===== src/rtl/xctcmsg_pkg.sv =====
// Shared message-network types: bus field widths, the in-flight transfer
// record and the delivery buffer state encoding.
package xctcmsg_pkg;

  localparam int BUS_ADDR_W = 32;
  localparam int BUS_TAG_W  = 32;
  localparam int BUS_MSG_W  = 64;

  // One message held by the interconnect between accept and delivery.
  // Indices are kept at address width so the source can be driven out
  // zero-extended with no further formatting.
  typedef struct packed {
    logic [BUS_ADDR_W-1:0] dst_idx;
    logic [BUS_ADDR_W-1:0] src_idx;
    logic [BUS_TAG_W-1:0]  tag;
    logic [BUS_MSG_W-1:0]  msg;
  } bus_xfer_t;

  typedef enum logic {
    BUF_EMPTY = 1'b0,
    BUF_FULL  = 1'b1
  } buf_state_e;

endpackage


===== src/rtl/rr_arbiter.sv =====
// Round-robin arbiter: grants the first requester at or after the pointer,
// only while advance is high, and moves the pointer past the winner.
module rr_arbiter #(
  parameter int NODES = 4
) (
  input  logic                                   clk,
  input  logic                                   rst,
  input  logic [NODES-1:0]                       req,
  input  logic                                   advance,
  output logic [NODES-1:0]                       grant,
  output logic [((NODES > 1) ? $clog2(NODES) : 1)-1:0] grant_idx,
  output logic                                   any_grant
);

  localparam int IDX_W = (NODES > 1) ? $clog2(NODES) : 1;

  logic [IDX_W-1:0] ptr_reg;
  logic [IDX_W-1:0] ptr_next;

  // Priority scan starting at the pointer, wrapping past the last node.
  always_comb begin
    int unsigned k;
    grant     = '0;
    grant_idx = '0;
    any_grant = 1'b0;
    k         = 0;
    for (int i = 0; i < NODES; i++) begin
      k = int'(ptr_reg) + i;
      if (k >= NODES) k = k - NODES;
      if (advance && !any_grant && req[k]) begin
        any_grant = 1'b1;
        grant_idx = IDX_W'(k);
      end
    end
    if (any_grant) grant = NODES'(1) << grant_idx;
  end

  // Next pointer is one past the winner, wrapping to node 0.
  always_comb begin
    ptr_next = ptr_reg;
    if (any_grant) begin
      if (grant_idx == IDX_W'(NODES - 1)) ptr_next = '0;
      else                                ptr_next = grant_idx + 1'b1;
    end
  end

  // Pointer register.
  always_ff @(posedge clk) begin
    if (rst) ptr_reg <= '0;
    else     ptr_reg <= ptr_next;
  end

endmodule


===== src/rtl/bus_interconnect.sv =====
// Shared-bus message switch: arbitrates sender adapters round-robin, holds
// one message in flight and delivers it to the addressed receiver with the
// sender index stamped as source. Out-of-range destinations are acked and
// counted as drops.
module bus_interconnect
  import xctcmsg_pkg::*;
#(
  parameter int NODES      = 4,
  parameter int DROP_CNT_W = 16
) (
  input  logic                        clk,
  input  logic                        rst,
  input  logic [NODES-1:0]            snd_val_i,
  output logic [NODES-1:0]            snd_ack_o,
  input  logic [NODES*BUS_ADDR_W-1:0] snd_dst_i,
  input  logic [NODES*BUS_TAG_W-1:0]  snd_tag_i,
  input  logic [NODES*BUS_MSG_W-1:0]  snd_msg_i,
  output logic [NODES-1:0]            rcv_val_o,
  input  logic [NODES-1:0]            rcv_rdy_i,
  output logic [BUS_ADDR_W-1:0]       rcv_src_o,
  output logic [BUS_TAG_W-1:0]        rcv_tag_o,
  output logic [BUS_MSG_W-1:0]        rcv_msg_o,
  output logic [DROP_CNT_W-1:0]       drop_count_o
);

  localparam int IDX_W = (NODES > 1) ? $clog2(NODES) : 1;

  buf_state_e            state_reg;
  buf_state_e            state_next;
  bus_xfer_t             buf_reg;
  logic [DROP_CNT_W-1:0] drop_cnt_reg;

  logic                  drain;
  logic                  can_accept;
  logic [NODES-1:0]      grant;
  logic [IDX_W-1:0]      grant_idx;
  logic                  any_grant;
  logic [BUS_ADDR_W-1:0] sel_dst;
  logic [BUS_TAG_W-1:0]  sel_tag;
  logic [BUS_MSG_W-1:0]  sel_msg;
  logic                  load_ok;

  // A held message leaves when its destination is ready; that frees the
  // slot for a new grant in the very same cycle.
  assign drain      = |(rcv_val_o & rcv_rdy_i);
  assign can_accept = (state_reg == BUF_EMPTY) || drain;

  rr_arbiter #(
    .NODES (NODES)
  ) u_arb (
    .clk       (clk),
    .rst       (rst),
    .req       (snd_val_i),
    .advance   (can_accept),
    .grant     (grant),
    .grant_idx (grant_idx),
    .any_grant (any_grant)
  );

  assign snd_ack_o = grant;
  assign sel_dst   = snd_dst_i[int'(grant_idx)*BUS_ADDR_W +: BUS_ADDR_W];
  assign sel_tag   = snd_tag_i[int'(grant_idx)*BUS_TAG_W +: BUS_TAG_W];
  assign sel_msg   = snd_msg_i[int'(grant_idx)*BUS_MSG_W +: BUS_MSG_W];
  assign load_ok   = any_grant && (sel_dst < BUS_ADDR_W'(NODES));

  // Buffer occupancy state register.
  always_ff @(posedge clk) begin
    if (rst) state_reg <= BUF_EMPTY;
    else     state_reg <= state_next;
  end

  // Fill on a routable grant, empty on a drain that is not refilled.
  always_comb begin
    state_next = state_reg;
    case (state_reg)
      BUF_EMPTY: if (load_ok)            state_next = BUF_FULL;
      BUF_FULL:  if (drain && !load_ok)  state_next = BUF_EMPTY;
      default:                           state_next = BUF_EMPTY;
    endcase
  end

  // Delivery valid is the one-hot of the held destination while full.
  always_comb begin
    rcv_val_o = '0;
    for (int i = 0; i < NODES; i++) begin
      rcv_val_o[i] = (state_reg == BUF_FULL) &&
                     (buf_reg.dst_idx == BUS_ADDR_W'(i));
    end
  end

  // Message payload register; holds its content until the next load.
  always_ff @(posedge clk) begin
    if (rst) begin
      buf_reg <= '0;
    end else if (load_ok) begin
      buf_reg.dst_idx <= sel_dst;
      buf_reg.src_idx <= BUS_ADDR_W'(grant_idx);
      buf_reg.tag     <= sel_tag;
      buf_reg.msg     <= sel_msg;
    end
  end

  // Saturating count of messages acked but discarded as unroutable.
  always_ff @(posedge clk) begin
    if (rst) begin
      drop_cnt_reg <= '0;
    end else if (any_grant && !load_ok &&
                 (drop_cnt_reg != {DROP_CNT_W{1'b1}})) begin
      drop_cnt_reg <= drop_cnt_reg + 1'b1;
    end
  end

  assign rcv_src_o    = buf_reg.src_idx;
  assign rcv_tag_o    = buf_reg.tag;
  assign rcv_msg_o    = buf_reg.msg;
  assign drop_count_o = drop_cnt_reg;

endmodule


===== config.mk =====
export PLATFORM = sky130hd
export DESIGN_NAME = bus_interconnect
export DESIGN_NICKNAME = d
export VERILOG_FILES = /design/src/rtl/xctcmsg_pkg.sv /design/src/rtl/rr_arbiter.sv /design/src/rtl/bus_interconnect.sv
export SDC_FILE = /design/constraint.sdc
export NUM_CORES = 1
export LEC_CHECK = 0
export CAP_MARGIN = 20
export CORE_AREA = 2 2 260 262
export DETAILED_ROUTE_END_ITERATION = 10
export DIE_AREA = 0 0 262 264
export HOLD_SLACK_MARGIN = 0.08
export PLACE_DENSITY = 0.36
export SLEW_MARGIN = 20
export SYNTH_ARGS = -nofsm -noshare
export SYNTH_HDL_FRONTEND = slang
export SYNTH_HIERARCHICAL = 1
export SYNTH_SLANG_ARGS = --single-unit

===== constraint.sdc =====
create_clock -name clk -period 4.8 [get_ports clk]
set_input_delay 0.48 -clock clk [delete_from_list [all_inputs] [get_ports clk]]
set_output_delay 0.48 -clock clk [all_outputs]
set_load 0.03 [all_outputs]

# ---- Word-level counts from Yosys, hierarchy flattened
# Cells that the tools add are included.
dict set report op_classes {
  add_sub_neg 9
  multipliers 0
  n_div 0
  order_cmp 9
  eq_ne 5
  shifts 4
  mux 25
  bitwise 2
  n_reduce_logical 22
}
# operator count
set ops {}
lappend ops {{$shiftx 128x8->32} 2}
lappend ops {{$shiftx 256x9->64} 1}
lappend ops {{$lt 32x3->1 const B} 5}
lappend ops {{$mux 32} 4}
lappend ops {{$ge 32x3->1 const B} 3}
lappend ops {{$sub 32x3->32 const B} 3}
lappend ops {{$eq 32x2->1 const B} 2}
lappend ops {{$eq 32x1->1 const B} 1}
lappend ops {{$logic_not 32->1} 1}
lappend ops {{$add 16x1->16 const B} 1}
lappend ops {{$ne 16x16->1 const B} 1}
lappend ops {{$logic_and 1x1->1} 15}
lappend ops {{$mux 1} 10}
lappend ops {{$mux 2} 5}
lappend ops {{$bmux 1 s2} 4}
lappend ops {{$add 2x2->3 const B} 2}
lappend ops {{$and 4x4->4} 1}
lappend ops {{$logic_not 1->1} 4}
lappend ops {{$mux 4} 1}
lappend ops {{$reduce_or 4->1} 1}
lappend ops {{$shl 1x2->4 const A} 1}
lappend ops {{$sub 2x3->4 const B} 1}
lappend ops {{$add 2x1->3 const B} 1}
lappend ops {{$ge 2x3->1 const B} 1}
lappend ops {{other kinds (5)} 5}
dict set report word_totals {
  register_bits 149
  latch_bits 0
  ram_bits 0
  rom_bits 0
  inputBits 522
  output_inout_bits 152
  wordCells 83
  n_memories 0
}

# ---- Logic depth before layout (Yosys ltp)
# Gate-level depths: netlist of the first run.
dict set report depth {
  ltp_word 26
  depth_mapped 18
  ltp_nobuf 15
}

# ---- Cells and area by module
# Netlist of the first run, hierarchy kept.
# mod n_inst cells_per_inst area_each_um2 seq_area_each_um2
set by_module_without_submodules {}
lappend by_module_without_submodules {bus_interconnect 1 808 9101.2 2942.8}
lappend by_module_without_submodules {rr_arbiter 1 82 645.6 40.0}

# ---- Worst setup path before layout of the first run
# No wires, ideal clock.
dict set report synth_timing {
  path_kind {input to register}
  startpoint {in snd_val_i[3]}
  endpoint {reg buf_reg (netlist bit rcv_msg_o[10])}
  setup_ns 0.128
  arrival_ns 3.810
  t_required_ns 4.672
  slack_ns 0.863
  stages 14
  n_path_buf 3
  cell_sequence {buf_2 > nand2b_1 > mux4_2 > a211oi_2 > a311oi_2 > a211oi_1 > or4b_1 > nor4_1 > nor3_2 > nor3_4 > buf_12 > buf_12 > mux2i_1 > nor2_1}
}
dict set report synth_via {
  elab_chain_cells 19
  word_cells_on_any_way 30
  cone_classes {1 x order compare; 2 x shift; 16 x mux; 11 x reduce/logical}
}
# element line_no
set synth_rtl {}
lappend synth_rtl {{start, declared} bus_interconnect.sv:13} ;# input logic [NODES-1:0] snd_val_i,
lappend synth_rtl {{$bmux 1 s2} rr_arbiter.sv:30} ;# if (advance && !any_grant && req[k]) begin
lappend synth_rtl {{$mux 1 (not written as such)} rr_arbiter.sv:30}
lappend synth_rtl {{$logic_and 1x1->1} rr_arbiter.sv:30}
lappend synth_rtl {{$mux 1} rr_arbiter.sv:30}
lappend synth_rtl {{$logic_not 1->1} rr_arbiter.sv:30}
lappend synth_rtl {{$logic_and 1x1->1 (2 in series)} rr_arbiter.sv:30}
lappend synth_rtl {{$mux 1} rr_arbiter.sv:30}
lappend synth_rtl {{$logic_not 1->1} rr_arbiter.sv:30}
lappend synth_rtl {{$logic_and 1x1->1 (2 in series)} rr_arbiter.sv:30}
lappend synth_rtl {{$mux 1} rr_arbiter.sv:30}
lappend synth_rtl {{$logic_not 1->1} rr_arbiter.sv:30}
lappend synth_rtl {{$logic_and 1x1->1 (2 in series)} rr_arbiter.sv:30}
lappend synth_rtl {{$mux 2 *} rr_arbiter.sv:30}
lappend synth_rtl {{via grant_idx[1]} bus_interconnect.sv:36} ;# logic [IDX_W-1:0] grant_idx;
lappend synth_rtl {{$shiftx 128x8->32} bus_interconnect.sv:61} ;# assign sel_dst = snd_dst_i[int'(grant_idx)*BUS_ADDR_W +: BUS_ADDR_W];
lappend synth_rtl {{$lt 32x3->1} bus_interconnect.sv:64} ;# assign load_ok = any_grant && (sel_dst < BUS_ADDR_W'(NODES));
lappend synth_rtl {{$logic_and 1x1->1} bus_interconnect.sv:64}
lappend synth_rtl {{end, declared} bus_interconnect.sv:30} ;# bus_xfer_t buf_reg;
# Mark *: on every way through the listed nets, which the timed path passes. The rest lies on a longest branch. The select of a mux whose other input is x is not followed.
# A chain may end at the register's enable or synchronous reset.

# ---- Worst setup path after layout of the first run
dict set report layout_timing {
  startpoint {reg buf_reg[132] (netlist name)}
  endpoint {reg buf_reg (netlist bit rcv_msg_o[61])}
}
dict set report layout_via {
  elab_chain_cells 22
  word_cells_on_any_way 33
  cone_classes {1 x order compare; 3 x eq/ne; 2 x shift; 8 x mux; 1 x bitwise; 18 x reduce/logical}
}
# element line_no
set layout_rtl {}
lappend layout_rtl {{$eq 32x1->1, or another cell as far along} bus_interconnect.sv:87} ;# (buf_reg.dst_idx == BUS_ADDR_W'(i));
lappend layout_rtl {{$logic_and 1x1->1} bus_interconnect.sv:86} ;# rcv_val_o[i] = (state_reg == BUF_FULL) &&
lappend layout_rtl {{$and 4x4->4 *} bus_interconnect.sv:45} ;# assign drain = |(rcv_val_o & rcv_rdy_i);
lappend layout_rtl {{$reduce_or 4->1 *} bus_interconnect.sv:45}
lappend layout_rtl {{$logic_or 1x1->1 *} bus_interconnect.sv:46} ;# assign can_accept = (state_reg == BUF_EMPTY) || drain;
lappend layout_rtl {{via can_accept} bus_interconnect.sv:34} ;# logic can_accept;
lappend layout_rtl {{$logic_and 1x1->1} rr_arbiter.sv:30}
lappend layout_rtl {{$mux 1} rr_arbiter.sv:30}
lappend layout_rtl {{[7 not listed]} -}
lappend layout_rtl {{$mux 1} rr_arbiter.sv:30}
lappend layout_rtl {{$logic_not 1->1} rr_arbiter.sv:30}
lappend layout_rtl {{$logic_and 1x1->1 (2 in series)} rr_arbiter.sv:30}
lappend layout_rtl {{$mux 2 *} rr_arbiter.sv:30}
lappend layout_rtl {{via grant_idx[1]} bus_interconnect.sv:36}
lappend layout_rtl {{$shiftx 128x8->32} bus_interconnect.sv:61}
lappend layout_rtl {{$lt 32x3->1} bus_interconnect.sv:64}
lappend layout_rtl {{$logic_and 1x1->1} bus_interconnect.sv:64}
# Mark *: on every way through the listed nets, which the timed path passes. The rest lies on a longest branch.

==> results of run 1 <==
how the worst max path moves through the flow:
stage / to / slack [ps] / cells after the start
2_1_floorplan: rcv_msg_o[10] / 860 / 14
3_3_place_gp: rcv_msg_o[2] / 250 / 14
3_5_place_dp: rcv_msg_o[62] / 140 / 14
4_1_cts: snd_ack_o[3] / 190 / 13
5_1_grt: rcv_msg_o[62] / 40 / 17
6_report: rcv_msg_o[61] / 560 / 17
power breakdown:
group,total [uW],internal [uW],switching [uW]
combinational,3470,1880,1580
clock,1370,702,673
sequential,1290,1250,40.7
total,6130,3830,2300
what timing repair did:
action                     CTS  global route
setup endpoints to repair    0            50
resized for setup            0             5
buffers inserted             0             0
placed cells by master (no fill, tap or decap), types with 3 or more instances in the layout:
cell | netlist | layout
clkdlybuf4s50_1 | 0 | 640
buf_4 | 129 | 20
nand2_1 | 17 | 17
dfxtp_1 | 149 | 149
nor2b_1 | 8 | 8
nor2_1 | 113 | 113
nand3_1 | 20 | 20
mux4_2 | 100 | 100
or4_1 | 5 | 5
conb_1 | 1 | 30
nor4_1 | 36 | 35
clkinv_8 | 0 | 5
mux2i_1 | 101 | 101
clkbuf_16 | 0 | 17
nor3_1 | 5 | 5
nand4_1 | 5 | 5
o211ai_1 | 4 | 4
nand2b_1 | 8 | 8
nand3b_1 | 3 | 3
inv_1 | 6 | 6
ha_1 | 5 | 5
or3_1 | 8 | 8
buf_12 | 11 | 4
and2_1 | 31 | 31
a21oi_1 | 17 | 17
o21ai_0 | 3 | 3
o21ai_1 | 8 | 8
and3_1 | 8 | 8
inv_8 | 0 | 6
o31ai_1 | 4 | 4
final cells by class:
type	count	share of cell area, %
Antenna cell	1	0.0149
Timing Repair Buffer	667	39.7
Sequential cell	149	17.7
Multi-Input combinational cell	575	32.3
Clock buffer	17	2.53
Clock inverter	15	1.08
Tap cell	873	6.49
Inverter	6	0.134
metal layers:
metal,GRT usage [%],vias to the layer above,wire length [um]
met5,0,-,13
met4,4.50,2,1060
met3,4.08,52,3740
met2,20.9,388,21500
met1,13.6,4098,16600
li1,-,4192,-
worst max-delay path: cells and delay by family, from the launching register on:
family | cells | cell delay, ps
and+or+nand+nor | 10 | 2230
AOI/OAI and AO/OA | 3 | 690
buffers and inverters | 3 | 550
DFF | 1 | 310
muxes | 1 | 250
stage by stage:
step	total power, uW	utilization [%]	worst slack, ps
2_1_floorplan	3670	-	863
3_3_place_gp	4910	24.3	252
3_5_place_dp	4900	24.3	141
4_1_cts	6340	25.3	187
5_1_grt	6530	25.3	41.8
6_report	6130	25.3	557
cell families after synthesis:
group / share of synthesized area, %
fa+ha+maj: 0.642
mux: 33.9
other cells: 0.0385
compound gates: 4.75
xor+xnor: 0.0899
flops: 30.6
simple gates: 14.8
buf+inv: 15.1
==> flow_metrics.tcl, run 1 <==
set metrics [dict create \
    outcome "completed" \
    seqCellArea_mm2 0.00298 \
    largest_reg_flops 64 \
    cts.sinks 149 \
    slew_violations 0 \
    multi_input_area_mm2 0.00544 \
    io_pins 674 \
    place_hpwl_um 35300 \
    routed_wirelength_um 42900 \
    grt_max_degree 66 \
    period_needed_ps 4240 \
    timing.fmax_ghz 0.236 \
    ant_nets 0 \
    powerDensity_mw_per_mm2 364 \
    drive_gt1_share_pct 12.3 \
    power_leakage_uw 0.00564 \
    tightest_slew_ps 946 \
    clock_path_buffers 2 \
    synth_edf_count 0 \
    finalCritPeriodShare_pct 88.4 \
    grt_pass1_vias 9143 \
    cts_tree "built" \
    synthTopCellsByArea "dfxtp_1 (31%), mux4_2 (23%), mux2i_1 (10%), buf_4 (9.9%), nor2_1 (4.4%)" \
    port_buffers 643 \
    holdPathStages 1 \
    path_max_fanout 41 \
    clk_latency_ps 480 \
    rows 95 \
    firstDrtPassIters 4 \
    place.gp.congestion 0.807 \
    instances_no_fill 2303 \
    crit_path_start_kind "flip-flop" \
    timing.slew.headroom_pct 36.9 \
    chipWidth_um 262 \
    antenna_found_initial 2 \
    critPathLaunch "buf_reg[132]" \
    ys_ff_latch 149 \
    reg2regPathDepth 17 \
    clock-root-buffer "clkbuf_16" \
    setup_violations 0 \
    crit_chain "nor4_1 > nand4_1 > nor2_1 > nand2_1 > nand2_1 > inv_1 > a211oi_4 > a311oi_2 > a211oi_4 > or4b_1 > nor4_2 > nor3_2 > nor3_4 > buf_12 > buf_16 > mux2i_1 > nor2_1" \
    ys.flop_type "dfxtp_1" \
    holdWs_ps 463 \
    r2r_setup_slack_ps 560 \
    netlist_area_mm2 0.00975 \
    drc 0 \
    reg2reg_to "rcv_msg_o[61]" \
    min_from "buf_reg[158]" \
    die_h_um 264 \
    slowest_stage "or4b_1" \
    hold_viol 0 \
    yosysMostFrequentCell "dfxtp_1" \
    die_area_mm2 0.0692 \
    cpPeakStageDelay_ps 480 \
    r2r_start "buf_reg[132]" \
    crit_type "flip-flop to flip-flop" \
    grt_pass1_wl_um 60500 \
    cts.clk_slew.worst_paths_ps 70 \
    avgSynthCellArea_um2 11.0 \
    initial_core_util_pct 14.6 \
    ir_drop_mv 0.485 \
    htree_levels 4 \
    nets 1943 \
    dp_cells 2270 \
    min_path_type "flip-flop to flip-flop" \
    worstSetupEndpointType "flip-flop" \
    drt_iter0_markers 326 \
    postSynth.asyncResetShare_pct 0 \
    drv_cap 0 \
    ys_warn_count 6 \
    fillCellCount 7044 \
    rsz0062_at_grt "no" \
    grtUsageTotal_pct 12.1 \
    synth_area_leader_cell "dfxtp_1" \
    placed_area_mm2 0.0162 \
    cts-hold-fix-buffers 0 \
    ys_types 63 \
    vias 8732 \
    area_growth_pct 72.7 \
    cts_buffers 17 \
    grt_overflow 0 \
    tns_ps 0 \
    core_area_mm2 0.0666 \
    fin_skew_ps 17.7 \
    vias_per_cell 3.79 \
    final_cell_area_mm2 0.0168 \
    arrival_ps 4570 \
    wl_per_cell_um 18.6 \
    crit_required_ps 5120 \
    synth_top_area_share_pct 30.6 \
    hold_end "buf_reg[158]" \
    synthTopCellsByCount "dfxtp_1 (149), buf_4 (129), nor2_1 (113), mux2i_1 (101), mux4_2 (100)" \
    synth_cells 890 \
    seq_area_frac_synth_pct 30.6 \
]
No activity file was read; power rests on OpenSTA's default activity.
==> run 2, diff against run 1 <==
--- a/config.mk
+++ b/config.mk
@@ -7,6 +7,7 @@
 export LEC_CHECK = 0
 export CAP_MARGIN = 20
 export CORE_AREA = 2 2 260 262
+export CTS_CLUSTER_DIAMETER = 120
 export DETAILED_ROUTE_END_ITERATION = 10
 export DIE_AREA = 0 0 262 264
 export HOLD_SLACK_MARGIN = 0.08
==> results of run 2 <==
The final DEF is identical to that of run 1; final timing and power are the same.
==> run 3, diff against run 2 <==
--- a/config.mk
+++ b/config.mk
@@ -10,9 +10,11 @@
 export CTS_CLUSTER_DIAMETER = 120
 export DETAILED_ROUTE_END_ITERATION = 10
 export DIE_AREA = 0 0 262 264
+export GPL_TIMING_DRIVEN = 0
 export HOLD_SLACK_MARGIN = 0.08
 export PLACE_DENSITY = 0.36
-export SLEW_MARGIN = 20
+export RECOVER_POWER = 25
+export SLEW_MARGIN = 10
 export SYNTH_ARGS = -nofsm -noshare
 export SYNTH_HDL_FRONTEND = slang
 export SYNTH_HIERARCHICAL = 1
==> run 3 against run 2 <==
Effect of this change: sequential share of layout area is 1.2 points lower; final area grew 7.1%; register-to-register slack got worse by 60 ps; core utilization is 1.8 points higher; critical path type unchanged.
==> flow_metrics.tcl, run 3 (synthesized netlist as in run 1, its figures left out) <==
set metrics [dict create \
    grtUsageTotal_pct 13.5 \
    outcome "completed" \
    slowest_stage "or4b_1" \
    pre_cts_ws_ps -236 \
    worstSetupEndpointType "flip-flop" \
    cts_tree "built" \
    crit_type "flip-flop to flip-flop" \
    p_sw_share_pct 39.2 \
    path_max_fanout 10 \
    cts-hold-fix-buffers 0 \
    initial_core_util_pct 14.6 \
    ir_drop_mv 0.273 \
    setup_violations 0 \
    p_seq_share_pct 19.8 \
    drc 0 \
    power_leakage_uw 0.00667 \
    crit_required_ps 5160 \
    p_clk_share_pct 22.0 \
    core_area_mm2 0.0666 \
    cts.sinks 149 \
    drive_gt1_share_pct 19.9 \
    timing.fmax_ghz 0.232 \
    grt_pass1_vias 9743 \
    fin_skew_ps 19.0 \
    final_common_cell "clkdlybuf4s50_1" \
    wl_per_cell_um 19.4 \
    slew_violations 0 \
    total_power_uw 6410 \
    holdWs_ps 453 \
    arrival_ps 4670 \
    firstDrtPassIters 5 \
    cts_buffers 17 \
    timing.slew.headroom_pct 25.5 \
    grt_overflow 0 \
    clock-root-buffer "clkbuf_16" \
    vias 9351 \
    tightest_slew_ps 1120 \
    grt_pass1_wl_um 66600 \
    drt_iter0_markers 295 \
    port_buffers 641 \
    clk_latency_ps 480 \
    tns_ps 0 \
    place.gp.congestion 0.832 \
    min_path_type "input pin to flip-flop" \
    period_needed_ps 4310 \
    routed_wirelength_um 48000 \
    cts.clk_slew.worst_paths_ps 80 \
    clock_path_buffers 2 \
    grt_max_degree 20 \
    largest_reg_flops 64 \
    htree_levels 4 \
    hold_viol 0 \
    pwr-share-comb_pct 58.2 \
    area_growth_pct 85.1 \
    drv_cap 0 \
    powerDensity_mw_per_mm2 355 \
    die_h_um 264 \
    internal-power_uw 3900 \
    crit_path_start_kind "flip-flop" \
    p_switching_uw 2510 \
    vias_per_cell 3.79 \
    holdPathStages 5 \
    instances_no_fill 2470 \
    fin_ws_ps 495 \
    rows 95 \
    io_pins 674 \
    finalCritPeriodShare_pct 89.7 \
    antenna_found_initial 5 \
    final_cell_mix "clkdlybuf4s50_1 (574), dfxtp_1 (149), buf_4 (131)" \
    dp_cells 2434 \
    chipWidth_um 262 \
    crit_chain "nor4_1 > nand4_1 > nor2_1 > nand2_1 > nand2_1 > clkbuf_4 > o311a_1 > a311oi_2 > a211oi_2 > buf_2 > or4b_1 > nor4_1 > nor3_2 > nor3_4 > buf_12 > buf_12 > mux2i_1 > nor2_1" \
    cpPeakStageDelay_ps 450 \
    die_area_mm2 0.0692 \
    place_hpwl_um 40400 \
    nets 2109 \
    reg2regPathDepth 18 \
    ant_nets 0 \
]
run 3: final timing paths:
| check | startpoint | to | slack (ps) |
|---|---|---|---|
| max | buf_reg[152] | rcv_msg_o[4] | 490 |
| min | snd_val_i[2] | u_arb/ptr_reg[0] | 450 |
| max reg2reg | buf_reg[152] | rcv_msg_o[4] | 490 |
| min reg2reg | buf_reg[146] | buf_reg[146] | 460 |
run 3: area by class of cell:
| class | instances | area (um^2) |
|---|---|---|
| clock inverters | 15 | 191 |
| inverters | 6 | 22.5 |
| clock buffers | 17 | 425 |
| well taps | 873 | 1090 |
| fillers | 7023 | 48500 |
| diodes | 2 | 5.00 |
| plain buffers | 189 | 1470 |
| flip-flops and latches | 149 | 2980 |
| repair buffers | 644 | 6440 |
| multi-input cells | 575 | 5420 |
run 3: metal layers:
layer	up-vias	track usage, %	wire length [um]
met2	356	23.9	24300
met4	6	3.86	753
li1	4533	-	-
met1	4413	15.5	19000
met5	-	0	39
met3	43	4.24	3960
run 3: per-stage QoR:
| stage | util, % | instance area, um^2 |
|---|---|---|
| final | 27.1 | 18000 |
| after global routing | 27.1 | 18000 |
| after CTS | 27.0 | 18000 |
| after detailed placement | 26.1 | 17400 |
| after global placement | 26.1 | 17400 |
| after floorplan | - | 9860 |
run 3: power groups by stage:
stage	clock network [uW]	logic [uW]	registers [uW]
floorplan	0	2360	1300
global placement	0	3830	1300
detailed placement	0	3820	1300
CTS	1490	3840	1270
global route	1530	4030	1270
finish	1410	3730	1270
run 3: worst max-delay path: cells and delay by family (launching register included):
| family | cells | cell delay, ps |
|---|---|---|
| compound gates | 3 | 460 |
| mux | 1 | 210 |
| simple gates | 10 | 2240 |
| flops | 1 | 320 |
| buf+inv | 4 | 930 |
run 3: what timing repair did:
action / 4_1_cts / 5_1_grt
resized for setup: 2 / 20
endpoints found under the setup margin: 3 / 149
pin swaps: 0 / 2
buffers inserted: 0 / 2
